--- config.mk ---
export PLATFORM = sky130hd
export DESIGN_NAME = k580vt57
export DESIGN_NICKNAME = d
export VERILOG_FILES = /design/src/rtl/k580vt57_pkg.sv /design/src/rtl/k580vt57_channel.sv /design/src/rtl/k580vt57.sv
export SDC_FILE = /design/constraint.sdc
export NUM_CORES = 1
export LEC_CHECK = 0
export ABC_CLOCK_PERIOD_IN_PS = 4200
export CORE_MARGIN = 4
export CORE_UTILIZATION = 44
export DETAILED_ROUTE_END_ITERATION = 8
export SLEW_MARGIN = 0
export SYNTH_ARGS = -nofsm -noshare
export SYNTH_HDL_FRONTEND = slang
export SYNTH_SLANG_ARGS = --single-unit
--- constraint.sdc ---
create_clock -name clk -period 4.2 [get_ports clk]
set_input_delay 0.84 -clock clk [delete_from_list [all_inputs] [get_ports clk]]
set_output_delay 0.84 -clock clk [all_outputs]
set_load 0.005 [all_outputs]
--- src/rtl/k580vt57_pkg.sv ---
// Shared types and constants for the K580VT57 four-channel DMA controller.
package k580vt57_pkg;

  typedef enum logic [2:0] {IDLE, HREQ, S1, S2, S3, S4} state_t;

  localparam logic [3:0] REG_MODE    = 4'd8;
  localparam int         MB_ROT      = 4;
  localparam int         MB_TCSTOP   = 6;
  localparam int         MB_AUTOLOAD = 7;

  localparam logic [1:0] XM_VERIFY = 2'b00;
  localparam logic [1:0] XM_WRITE  = 2'b01;
  localparam logic [1:0] XM_READ   = 2'b10;

  // First requesting channel found when scanning upward (with wrap) from 'first'.
  function automatic logic [1:0] pick_ch(input logic [3:0] req, input logic [1:0] first);
    logic [1:0] c;
    logic [1:0] r;
    logic       found;
    r     = first;
    found = 1'b0;
    for (int i = 0; i < 4; i++) begin
      c = first + 2'(i);
      if (!found && req[c]) begin
        r     = c;
        found = 1'b1;
      end
    end
    return r;
  endfunction

endpackage

--- src/rtl/k580vt57_channel.sv ---
// One DMA channel: address/count registers with byte-wise CPU load, per-transfer step and reload.
module k580vt57_channel (
  input  logic        clk,
  input  logic        reset_n,
  input  logic        i_wr_addr,
  input  logic        i_wr_cnt,
  input  logic        i_hi,
  input  logic [7:0]  i_data,
  input  logic        i_step,
  input  logic        i_reload,
  input  logic [15:0] i_rl_addr,
  input  logic [15:0] i_rl_cnt,
  output logic [15:0] o_addr,
  output logic [15:0] o_cnt,
  output logic        o_tc
);

  logic [15:0] r_addr;
  logic [15:0] r_cnt;

  // A CPU byte write beats a same-cycle reload or step on that register.
  always_ff @(posedge clk or negedge reset_n) begin
    if (!reset_n) begin
      r_addr <= 16'h0000;
      r_cnt  <= 16'h0000;
    end else begin
      if (i_wr_addr)
        r_addr <= i_hi ? {i_data, r_addr[7:0]} : {r_addr[15:8], i_data};
      else if (i_reload)
        r_addr <= i_rl_addr;
      else if (i_step)
        r_addr <= r_addr + 16'd1;

      if (i_wr_cnt)
        r_cnt <= i_hi ? {i_data, r_cnt[7:0]} : {r_cnt[15:8], i_data};
      else if (i_reload)
        r_cnt <= i_rl_cnt;
      else if (i_step)
        r_cnt <= {r_cnt[15:14], r_cnt[13:0] - 14'd1};
    end
  end

  assign o_addr = r_addr;
  assign o_cnt  = r_cnt;
  assign o_tc   = (r_cnt[13:0] == 14'd0);

endmodule

--- src/rtl/k580vt57.sv ---
// K580VT57 DMA controller top: CPU register interface, channel arbiter and S1..S4 transfer FSM.
module k580vt57
  import k580vt57_pkg::*;
#(
  parameter int NCH         = 4,
  parameter int AUTOLOAD_CH = 2
) (
  input  logic        clk,
  input  logic        reset_n,
  input  logic [3:0]  iaddr,
  input  logic [7:0]  idata,
  output logic [7:0]  odata,
  input  logic        iwe_n,
  input  logic        ird_n,
  input  logic [3:0]  drq,
  output logic [3:0]  dack,
  output logic        hrq,
  input  logic        hlda,
  output logic [15:0] oaddr,
  output logic        memr_n,
  output logic        memw_n,
  output logic        tc
);

  localparam logic [1:0] LC_AL = 2'(AUTOLOAD_CH);

  state_t          r_state, w_next;
  logic            r_we_q, r_rd_q, r_bff, r_upd;
  logic [7:0]      r_mode;
  logic [NCH-1:0]  r_tcf;
  logic [1:0]      r_ch, r_last;
  logic [15:0]     w_addr [NCH];
  logic [15:0]     w_cnt  [NCH];
  logic [15:0]     w_word;
  logic [NCH-1:0]  w_tcd, w_wr_addr, w_wr_cnt, w_step, w_reload, w_req;
  logic            w_wr, w_rd, w_is_mode, w_is_chan, w_autoload, w_cur_tc, w_in_s3, w_grant;
  logic [1:0]      w_first, w_win, w_cur_mode;

  // Strobes act on their rising edge, seen one clock after the pin returns high.
  assign w_wr       = iwe_n & ~r_we_q;
  assign w_rd       = ird_n & ~r_rd_q;
  assign w_is_mode  = (iaddr == REG_MODE);
  assign w_is_chan  = ~iaddr[3];
  assign w_autoload = r_mode[MB_AUTOLOAD];
  assign w_req      = drq & r_mode[NCH-1:0];
  assign w_first    = r_mode[MB_ROT] ? r_last + 2'd1 : 2'd0;
  assign w_win      = pick_ch(w_req, w_first);
  assign w_cur_tc   = w_tcd[r_ch];
  assign w_cur_mode = w_cnt[r_ch][15:14];
  assign w_in_s3    = (r_state == S3);
  assign w_grant    = ((r_state == HREQ) || (r_state == S4)) && (w_next == S1);

  for (genvar n = 0; n < NCH; n++) begin : g_ch
    logic w_sel;
    assign w_sel = (iaddr[2:1] == 2'(n)) ||
                   (w_autoload && (n == AUTOLOAD_CH + 1) && (iaddr[2:1] == LC_AL));
    assign w_wr_addr[n] = w_wr & w_is_chan & ~iaddr[0] & w_sel;
    assign w_wr_cnt[n]  = w_wr & w_is_chan &  iaddr[0] & w_sel;
    assign w_step[n]    = w_in_s3 & (r_ch == 2'(n));
    assign w_reload[n]  = w_step[n] & w_cur_tc & w_autoload & (n == AUTOLOAD_CH);

    k580vt57_channel u_ch (
      .clk       (clk),
      .reset_n   (reset_n),
      .i_wr_addr (w_wr_addr[n]),
      .i_wr_cnt  (w_wr_cnt[n]),
      .i_hi      (r_bff),
      .i_data    (idata),
      .i_step    (w_step[n]),
      .i_reload  (w_reload[n]),
      .i_rl_addr (w_addr[AUTOLOAD_CH+1]),
      .i_rl_cnt  (w_cnt[AUTOLOAD_CH+1]),
      .o_addr    (w_addr[n]),
      .o_cnt     (w_cnt[n]),
      .o_tc      (w_tcd[n])
    );
  end

  always_ff @(posedge clk or negedge reset_n) begin
    if (!reset_n) r_state <= IDLE;
    else          r_state <= w_next;
  end

  always_comb begin
    w_next = r_state;
    hrq    = 1'b0;
    dack   = 4'b0000;
    oaddr  = 16'h0000;
    memr_n = 1'b1;
    memw_n = 1'b1;
    tc     = 1'b0;
    case (r_state)
      IDLE: if (|w_req) w_next = HREQ;
      HREQ: begin
        hrq = 1'b1;
        if (!(|w_req))  w_next = IDLE;
        else if (hlda)  w_next = S1;
      end
      S1, S2, S3: begin
        hrq   = 1'b1;
        dack  = 4'b0001 << r_ch;
        oaddr = w_addr[r_ch];
        tc    = w_cur_tc;
        if (r_state == S2) begin
          memr_n = (w_cur_mode != XM_READ);
          memw_n = (w_cur_mode != XM_WRITE);
        end
        w_next = (r_state == S1) ? S2 : (r_state == S2) ? S3 : S4;
      end
      S4: begin
        hrq    = 1'b1;
        w_next = ((|w_req) && hlda) ? S1 : IDLE;
      end
      default: w_next = IDLE;
    endcase
  end

  always_ff @(posedge clk or negedge reset_n) begin
    if (!reset_n) begin
      r_we_q <= 1'b1;
      r_rd_q <= 1'b1;
      r_ch   <= 2'd0;
      r_last <= 2'(NCH - 1);
      r_mode <= 8'h00;
      r_bff  <= 1'b0;
      r_tcf  <= '0;
      r_upd  <= 1'b0;
    end else begin
      r_we_q <= iwe_n;
      r_rd_q <= ird_n;
      if (w_grant) begin
        r_ch   <= w_win;
        r_last <= w_win;
      end
      // The autoloaded video channel stays enabled through its terminal count.
      if (w_wr && w_is_mode)
        r_mode <= idata;
      else if (w_in_s3 && w_cur_tc && r_mode[MB_TCSTOP] && !(w_autoload && r_ch == LC_AL))
        r_mode[r_ch] <= 1'b0;
      if (w_wr && w_is_mode)
        r_bff <= 1'b0;
      else if ((w_wr || w_rd) && w_is_chan)
        r_bff <= ~r_bff;
      r_tcf <= ((w_rd && w_is_mode) ? '0 : r_tcf) | ({NCH{w_cur_tc}} & w_step);
      if (w_in_s3 && r_ch == LC_AL) begin
        if (w_cur_tc && w_autoload) r_upd <= 1'b1;
        else if (!w_cur_tc)         r_upd <= 1'b0;
      end
    end
  end

  always_comb begin
    w_word = iaddr[0] ? w_cnt[iaddr[2:1]] : w_addr[iaddr[2:1]];
    odata  = 8'h00;
    if (w_is_mode)      odata = {3'b000, r_upd, r_tcf};
    else if (w_is_chan) odata = r_bff ? w_word[15:8] : w_word[7:0];
  end

endmodule

==> flow_metrics.py, run 1 <==
metrics = {
    "run_status": {
        "status": "finished, final reports clean",
    },
    "global_route": {
        "overflow": 0,
        "grt_use_met2_pct": 45.3,
        "grt_pass1_vias": 9978,
        "grt_util_met1_pct": 43.1,
        "grt_first_pass_wirelength_mm": 60.4,
        "globalRoute.busiestLayer": "met2",
        "grt_usage_pct": 29.9,
        "grt_max_degree": 78,
        "antenna_found_initial": 1,
        "met3_usage_pct": 6.20,
    },
    "synth": {
        "yosysSeqAreaShare_pct": 35.8,
        "synth_top_family_by_area": "simple AND/OR/NAND/NOR gates",
        "yosysTopAreaCell": "dfrtp_1",
        "synth_edf_count": 0,
        "synth.avg_cell_area_sq_um": 8.75,
        "async_flop_share_pct": 100,
        "synth_warnings": 0,
        "synth_area_sq_um": 10500,
        "muxShareOfSynthArea_pct": 12.7,
        "syn-num-nets": 1229,
        "synthSimpleGateAreaFrac_pct": 24.1,
        "synth_seq_cells": 150,
        "synthCells": 1199,
        "yosys_most_used_dff": "dfrtp_1",
        "synth_compound_area_share_pct": 20.9,
        "synthAdderAreaFrac_pct": 1.07,
        "synthTopCellsByCount": "156 x nor2_1, 146 x dfrtp_1, 144 x nand2_1",
        "ys_top_cells_by_area": "dfrtp_1 35%, mux4_2 12%, nor2_1 5.6%",
        "synth_xor_area_share_pct": 1.92,
        "yosysMostFrequentCell": "nor2_1",
        "netlist.area_leader.share_pct": 34.8,
        "synth.distinct_cells": 73,
    },
    "critical_path": {
        "cp_data_arrival_time_ns": 3.28,
        "critPathTopFamily": "simple AND/OR/NAND/NOR gates",
        "crit_chain": "or3_4 -> or4_4 -> or3_4 -> a21boi_4 -> mux2_2 -> nor2_1 -> clkdlybuf4s50_1",
        "startpoint_type": "register",
        "critical_path_class": "register to output pin",
        "cpPeakStageDelay_ns": 0.52,
        "rr_worst_depth": 7,
        "crit_path_end_kind": "output pin",
        "cp_max_fo": 7,
        "rr_endpoint": "g_ch[2].u_ch.o_cnt[5]$_DFFE_PN0P_",
        "crit_slowest_cell": "clkdlybuf4s50_1",
        "worst_path_most_repeated_cell": "or3_4",
        "reg2reg_from": "g_ch[2].u_ch.o_cnt[0]$_DFFE_PN0P_",
        "crit_buf_inv": 1,
        "reg2reg_slack_ns": 1.00,
        "worstPathRequired_ns": 3.36,
    },
    "placed_design": {
        "dp_slack_ns": 0.337,
        "place_congestion": 0.953,
        "dp_hpwl_mm": 27.5,
        "dpl-instance-area_sq_um": 11500,
        "io_buffers": 52,
    },
    "route": {
        "num_vias": 10400,
        "route.detailed.drc": 0,
        "viasPerCell": 6.62,
        "routedWlPerCell_microns": 24.8,
        "drtIter0Drc": 1385,
        "totalWireLength_mm": 38.9,
        "ant_nets": 0,
        "drtPass1Iterations": 5,
    },
    "sta": {
        "worst_pin_slew_ns": 1.24,
        "fin_ws_ns": 0.0785,
        "fmax_mhz": 243,
        "fin_skew_ns": 0.0102,
        "fin_setup_tns_ns": 0,
        "rsz0062_at_grt": "no",
        "fin_crit_ns": 4.12,
        "setup_violations": 0,
        "slew_headroom_pct": 17.2,
        "finalHoldViolations": 0,
        "fin_crit_sh_pct": 98.1,
        "maxSlewViolCount": 0,
    },
    "min_path": {
        "min_path_type": "input pin to asynchronous set/reset pin",
    },
    "clock_network": {
        "clk_pin_slew_ns": 0.07,
        "root_buffer": "clkbuf_16",
        "postCtsSetupBuffers": 0,
        "clock_path_buffers": 2,
        "cts_tree": "done",
        "hold_buffers": 0,
        "post_cts_resized": 0,
        "cts.sinks": 150,
        "cts_buffers": 17,
        "htreeDepth": 4,
        "worstSkewPairLatency_ns": 0.43,
    },
    "power": {
        "p_seq_share_pct": 39.4,
        "p_leak_nw": 4.62,
        "p_int_w": 0.00439,
        "swShare_pct": 41.5,
        "p_switching_w": 0.00311,
        "combinationalPowerShare_pct": 38.9,
        "power_density_nw_per_um2": 622,
        "total_power_w": 0.00750,
        "ir_worst_vdd_mv": 0.259,
        "clkPwrFrac_pct": 21.7,
    },
    "die": {
        "die_y_microns": 162,
        "die_x_microns": 162,
        "rows": 56,
        "dieArea_sq_um": 26400,
        "pin_count": 53,
        "initial_core_util_pct": 44.7,
        "core_area_sq_um": 23500,
    },
    "flow_run": {
        "maxCapViolCount": 0,
    },
    "finish": {
        "drive_gt1_share_pct": 12.0,
        "antenna_cells": 0,
        "syn_to_final_growth_pct": 15.0,
        "fill_cells": 2192,
        "fin_nets": 1269,
        "post-route-cell-area_sq_um": 12100,
    },
}
==> worst register-to-register path, delay by kind of cell, from the launching register on <==
family	cells	cell delay (ns)
compound gates	2	0.72
fa+ha+maj	1	0.20
buf+inv	1	0.10
flops	1	0.45
simple gates	3	1.61
==> per-layer routing <==
metal  vias to the layer above  wire length (microns)
li1                       4614                      -
met1                      5090                  16300
met2                       612                  17400
met3                        86                   4030
met4                         2                   1210
met5                         -                     13
==> state kept, by name, indices dropped and copies added, names as in the netlist <==
register / count
g_ch.u_ch.o_addr: 64
g_ch.u_ch.o_cnt: 64
r_bff: 1
r_ch: 2
r_last: 2
r_mode: 7
r_rd_q: 1
r_state: 3
r_tcf: 4
r_upd: 1
r_we_q: 1
==> placed cells by master (no fill, tap or decap), types with 12 or more instances in the layout <==
cell               n
nor4_1            13
nand2_1          144
o22ai_1           31
nor2b_1           27
mux4_2            54
and3_1            12
clkdlybuf4s50_1   50
clkbuf_16         17
o211ai_1          16
a211oi_1          32
a221o_1           12
nand2b_1          13
nor3_1            38
o21ai_0           62
buf_4             35
a21oi_1           97
or3_1             18
xnor2_1           14
a311oi_1          15
inv_1             24
nor2_1           156
dfrtp_1          145
nand3_1           39
nand4_1           20
==> cells by family (layout without fill, tap and decap cells) <==
logic type / after synthesis / count (layout)
adders and majority gates: 9 / 9
muxes: 65 / 65
AOI/OAI and AO/OA: 334 / 334
DFF: 150 / 150
and+or+nand+nor: 525 / 525
buffers and inverters: 93 / 146
xor gates and xnor gates: 23 / 23
==> worst max-delay path by stage <==
stage / slack, ns / cells past startpoint / end / start
after floorplan: 1.04 / 6 / odata[1] / iaddr[1]
after global placement: 0.34 / 8 / odata[1] / iaddr[2]
after detailed placement: 0.34 / 8 / odata[1] / iaddr[2]
after CTS: 0.05 / 9 / tc / g_ch[2].u_ch.o_cnt[0]$_DFFE_PN0P_
after global routing: 0.01 / 7 / tc / g_ch[0].u_ch.o_cnt[2]$_DFFE_PN0P_
final: 0.08 / 7 / tc / g_ch[0].u_ch.o_cnt[2]$_DFFE_PN0P_
==> per-stage QoR <==
| step | std cells | hold WS [ns] | util (%) |
|---|---|---|---|
| after floorplan | 1199 | 0.450 | - |
| after global routing | 1571 | 0.471 | 51.4 |
| after detailed placement | 1539 | 0.478 | 48.8 |
| after global placement | 1539 | 0.461 | 48.8 |
| final | 1571 | 0.427 | 51.4 |
| after CTS | 1571 | 0.465 | 51.4 |
==> power groups by stage <==
stage          logic, W  registers [W]  clock network (W)
2_1_floorplan   0.00208        0.00243                  0
3_3_place_gp    0.00286        0.00292                  0
3_5_place_dp    0.00288        0.00291                  0
4_1_cts         0.00290        0.00290            0.00164
5_1_grt         0.00318        0.00300            0.00171
6_report        0.00292        0.00296            0.00163
==> layout make-up <==
type / count / area (sq um) / area share (%)
Inverter: 24 / 90.1 / 0.747
Clock inverter: 13 / 171 / 1.42
Multi-Input combinational cell: 956 / 6370 / 52.8
Clock buffer: 19 / 433 / 3.59
Tap cell: 319 / 399 / 3.31
Timing Repair Buffer: 90 / 840 / 6.96
Sequential cell: 150 / 3760 / 31.2
Power figures use the tool's default switching activity.
==> run 2, diff against run 1 <==
- PLACE_DENSITY: not set -> 0.57
==> flow_metrics.py, run 2 (same netlist as run 1, synthesis figures left out) <==
metrics = {
    "clock_network": {
        "hold_buffers": 0,
        "htreeDepth": 4,
        "clk_pin_slew_ns": 0.07,
        "cts_buffers": 17,
        "cts.sinks": 150,
        "cts_tree": "done",
        "worstSkewPairLatency_ns": 0.44,
        "clock_path_buffers": 2,
        "root_buffer": "clkbuf_16",
    },
    "critical_path": {
        "cp_data_arrival_time_ns": 3.30,
        "rr_worst_depth": 8,
        "cp_max_fo": 7,
        "worstPathRequired_ns": 3.36,
        "crit_path_end_kind": "output pin",
        "critical_path_class": "register to output pin",
        "startpoint_type": "register",
    },
    "run_status": {
        "status": "finished, final reports clean",
    },
    "placed_design": {
        "place_congestion": 0.969,
        "io_buffers": 52,
        "dp_hpwl_mm": 28.4,
        "post-place-cells": 1548,
        "dpl-instance-area_sq_um": 11500,
        "dp_slack_ns": 0.347,
    },
    "finish": {
        "mostFrequentLayoutCells": "155 x nor2_1, 145 x dfrtp_1, 144 x nand2_1, 97 x a21oi_1, 62 x o21ai_0",
        "syn_to_final_growth_pct": 15.9,
        "fin_cells": 1580,
        "final_util_pct": 51.8,
        "antenna_cells": 0,
        "drive_gt1_share_pct": 12.7,
        "fill_cells": 2203,
        "fin_nets": 1278,
        "final_common_cell": "nor2_1",
        "post-route-cell-area_sq_um": 12200,
    },
    "route": {
        "drtPass1Iterations": 6,
        "route.detailed.drc": 0,
        "totalWireLength_mm": 39.9,
        "routedWlPerCell_microns": 25.3,
        "num_vias": 10500,
        "viasPerCell": 6.66,
        "drtIter0Drc": 1518,
        "ant_nets": 0,
    },
    "sta": {
        "fmax_mhz": 241,
        "rsz0062_at_grt": "no",
        "fin_crit_ns": 4.14,
        "worst_pin_slew_ns": 1.29,
        "fin_setup_tns_ns": 0,
        "setup_violations": 0,
        "fin_crit_sh_pct": 98.7,
        "finalHoldViolations": 0,
        "maxSlewViolCount": 0,
        "fin_skew_ns": 0.00943,
        "slew_headroom_pct": 13.5,
        "fin_ws_ns": 0.0554,
    },
    "power": {
        "ir_worst_vdd_mv": 0.265,
        "p_leak_nw": 4.68,
        "power_density_nw_per_um2": 626,
    },
    "global_route": {
        "overflow": 0,
        "grt_pass1_vias": 9899,
        "antenna_found_initial": 0,
        "grt_usage_pct": 30.2,
        "grt_first_pass_wirelength_mm": 60.2,
        "grt_max_degree": 65,
    },
    "flow_run": {
        "maxCapViolCount": 0,
    },
    "die": {
        "rows": 56,
        "die_x_microns": 162,
        "pin_count": 53,
        "core_area_sq_um": 23500,
        "dieArea_sq_um": 26400,
        "die_y_microns": 162,
        "initial_core_util_pct": 44.7,
    },
    "min_path": {
        "min_path_type": "input pin to asynchronous set/reset pin",
    },
}
run 2: cell count changes in the layout (fill, tap and decap cells not counted):
cell,delta
nor2_1,-1
inv_6,-3
nor2_2,+1
clkinvlp_4,-1
buf_4,+9
bufinv_16,+1
inv_8,+1
clkinv_4,+2
run 2: final cells by class:
type	instances	area, sq um	area share (%)
inverters	24	90.1	0.741
clock buffers	19	433	3.56
multi-input cells	956	6370	52.4
well taps	319	399	3.28
flip-flops and latches	150	3760	30.9
repair buffers	99	907	7.46
clock inverters	13	196	1.62
run 2: timing repair:
action	CTS	global route
gates resized for setup	0	3
endpoints found under the setup margin	0	1
setup buffers	0	0
run 2: stage by stage:
step	total power (W)	hold slack (ns)
6_report	0.00760	0.379
5_1_grt	0.00796	0.419
4_1_cts	0.00755	0.409
3_5_place_dp	0.00585	0.477
3_3_place_gp	0.00582	0.465
2_1_floorplan	0.00451	0.450
run 2: report_power, final:
| group | leakage, nW | internal (W) | switching, W |
|---|---|---|---|
| Sequential | 1.77 | 0.00196 | 0.000957 |
| Combinational | 2.60 | 0.00150 | 0.00150 |
| Clock | 0.304 | 0.00101 | 0.000686 |
run 2: layer usage:
metal  routed length (microns)  track usage (%)  up-vias
li1                          -                -     4626
met1                     16900             43.5     5163
met2                     17800             46.3      633
met3                      4150             6.63       98
met4                      1110             8.57        0
met5                         0                0        -
run 2: path summary, 6_finish.rpt:
check                      slack, ns                         startpoint                                  end
min                             0.38                            reset_n  g_ch[0].u_ch.o_addr[12]$_DFFE_PN0P_
max reg2reg                     1.12  g_ch[2].u_ch.o_cnt[0]$_DFFE_PN0P_   g_ch[2].u_ch.o_cnt[13]$_DFFE_PN0P_
min in group clk                0.49                 r_tcf[1]$_DFF_PN0_                   r_tcf[1]$_DFF_PN0_
min reg2reg                     0.49                 r_tcf[1]$_DFF_PN0_                   r_tcf[1]$_DFF_PN0_
max in group asynchronous       2.86                            reset_n   g_ch[3].u_ch.o_addr[5]$_DFFE_PN0P_
max                             0.06  g_ch[0].u_ch.o_cnt[2]$_DFFE_PN0P_                                   tc
run 2: worst max-delay path, stage by stage, from the launching register on:
cell and delay (ns):
dfrtp_2 0.45, or3_4 0.43, or4_4 0.47, or3_4 0.42, a21boi_4 0.17, mux2_2 0.30, nor2_2 0.11, clkdlybuf4s50_1 0.52
==> run 3, diff against run 2 <==
- CORE_UTILIZATION: 44 -> 35
- PLACE_DENSITY: 0.57 -> 0.47
==> flow_metrics.py, run 3 (same netlist as run 1, synthesis figures left out) <==
metrics = {
    "run_status": {
        "status": "finished, final reports clean",
    },
    "placed_design": {
        "dpl-instance-area_sq_um": 11600,
        "dp_hpwl_mm": 30.2,
        "place_congestion": 0.899,
        "io_buffers": 52,
    },
    "clock_network": {
        "clock_path_buffers": 2,
        "hold_buffers": 0,
        "cts.sinks": 150,
        "cts_tree": "done",
        "root_buffer": "clkbuf_16",
        "cts_buffers": 17,
        "worstSkewPairLatency_ns": 0.44,
        "clk_pin_slew_ns": 0.07,
        "htreeDepth": 4,
    },
    "critical_path": {
        "crit_buf_inv": 3,
        "reg2reg_from": "g_ch[2].u_ch.o_cnt[0]$_DFFE_PN0P_",
        "cp_data_arrival_time_ns": 3.07,
        "reg2reg_slack_ns": 1.01,
        "crit_chain": "buf_2 -> buf_4 -> mux4_2 -> nand2_1 -> a21oi_1 -> a21oi_1 -> o22ai_1 -> clkdlybuf4s50_1",
        "critPathTopFamily": "buffers and inverters",
        "rr_worst_depth": 7,
        "startpoint_type": "input pin",
        "worst_path_most_repeated_cell": "a21oi_1",
        "crit_path_end_kind": "output pin",
        "worstPathRequired_ns": 3.36,
        "cpPeakStageDelay_ns": 0.52,
        "cp_max_fo": 15,
        "critical_path_class": "input pin to output pin",
        "rr_endpoint": "g_ch[2].u_ch.o_cnt[5]$_DFFE_PN0P_",
        "crit_slowest_cell": "mux4_2",
    },
    "global_route": {
        "grt_pass1_vias": 9928,
        "overflow": 0,
        "grt_first_pass_wirelength_mm": 64.0,
        "grt_usage_pct": 25.5,
        "antenna_found_initial": 1,
        "grt_max_degree": 74,
    },
    "route": {
        "routedWlPerCell_microns": 25.4,
        "ant_nets": 0,
        "num_vias": 10300,
        "totalWireLength_mm": 42.2,
        "route.detailed.drc": 0,
        "met1_length_mm": 19.0,
        "viasPerCell": 6.21,
        "wl_met3_mm": 3.01,
        "top_layer": "met4",
        "drtIter0Drc": 1069,
        "drtPass1Iterations": 6,
        "dr_wl_met2_mm": 18.9,
    },
    "power": {
        "p_leak_nw": 4.70,
        "combinationalPowerShare_pct": 39.6,
        "p_switching_w": 0.00316,
        "p_int_w": 0.00441,
        "swShare_pct": 41.7,
        "ir_worst_vdd_mv": 0.292,
        "power_density_nw_per_um2": 618,
        "clkPwrFrac_pct": 21.3,
        "p_seq_share_pct": 39.1,
    },
    "min_path": {
        "min_path_type": "input pin to asynchronous set/reset pin",
    },
    "die": {
        "initial_core_util_pct": 35.4,
        "pin_count": 53,
        "rows": 63,
        "core_area_sq_um": 29600,
        "die_y_microns": 181,
        "dieArea_sq_um": 32800,
        "die_x_microns": 181,
    },
    "finish": {
        "mostFrequentLayoutCells": "156 x nor2_1, 144 x nand2_1, 144 x dfrtp_1, 97 x a21oi_1, 62 x o21ai_0",
        "fill_cells": 2967,
        "syn_to_final_growth_pct": 16.6,
        "fin_nets": 1284,
        "final_common_cell": "nor2_1",
        "drive_gt1_share_pct": 13.1,
        "post-route-cell-area_sq_um": 12200,
    },
    "sta": {
        "slew_headroom_pct": 17.3,
        "setup_violations": 0,
        "fin_skew_ns": 0.0168,
        "rsz0062_at_grt": "no",
        "fin_crit_ns": 3.91,
        "fin_crit_sh_pct": 93.1,
        "worst_pin_slew_ns": 1.24,
        "finalHoldViolations": 0,
        "fin_setup_tns_ns": 0,
        "fmax_mhz": 256,
        "maxSlewViolCount": 0,
    },
    "flow_run": {
        "maxCapViolCount": 0,
    },
}
## run 3: cell count changes in the layout (fill, tap and decap cells not counted), sizes merged
| cell | previous run | this run |
|---|---|---|
| buf | 49 | 56 |
| clkbuf | 19 | 21 |
| clkdlybuf4s50 | 50 | 48 |
| diode | 0 | 2 |
| bufinv | 4 | 3 |
| clkinv | 5 | 4 |
| clkinvlp | 1 | 2 |
| dlymetal6s2s | 0 | 1 |
| inv | 27 | 26 |
## run 3: metrics by stage
step	hold WS [ns]	total power [W]	worst slack, ns	util (%)	instances
after floorplan	0.450	0.00451	1.04	-	1199
after global placement	0.462	0.00590	0.285	39.1	1623
after detailed placement	0.472	0.00589	0.279	39.1	1623
after CTS	0.456	0.00753	0.0473	41.2	1655
after global routing	0.478	0.00799	0.171	41.3	1658
final	0.420	0.00756	0.290	41.3	1659
## run 3: routing by layer
metal,global-route usage (%),up-vias
met4,8.86,0
met1,37.8,5157
met3,3.60,68
li1,-,4634
met5,0,-
met2,38.3,442
## run 3: worst max-delay path by stage
stage,from,slack (ns),endpoint,depth (start not counted)
4_1_cts,g_ch[0].u_ch.o_cnt[2]$_DFFE_PN0P_,0.05,tc,7
5_1_grt,iaddr[1],0.17,odata[1],8
3_3_place_gp,iaddr[1],0.29,odata[2],8
6_report,iaddr[1],0.29,odata[2],8
3_5_place_dp,iaddr[1],0.28,odata[2],8
2_1_floorplan,iaddr[1],1.04,odata[1],6
## run 3: area by class of cell
cell class                      instances  area (sq um)  area share (%)
Timing Repair Buffer                  105           912            7.46
Multi-Input combinational cell        956          6370            52.1
Tap cell                              390           488            3.99
Clock buffer                           21           450            3.68
Inverter                               24          90.1           0.736
Antenna cell                            2          5.00          0.0409
Sequential cell                       150          3760            30.7
Clock inverter                         11           150            1.23
## run 3: power by group through the flow
stage	clock (W)	sequential (W)	combinational, W
after global routing	0.00171	0.00301	0.00327
after global placement	0	0.00295	0.00295
final	0.00161	0.00296	0.00299
after floorplan	0	0.00243	0.00208
after CTS	0.00164	0.00291	0.00298
after detailed placement	0	0.00293	0.00297
## run 3: repair_timing
item	4_1_cts	5_1_grt
gates resized for setup	0	4
setup endpoints to repair	0	1
buffers inserted	0	2
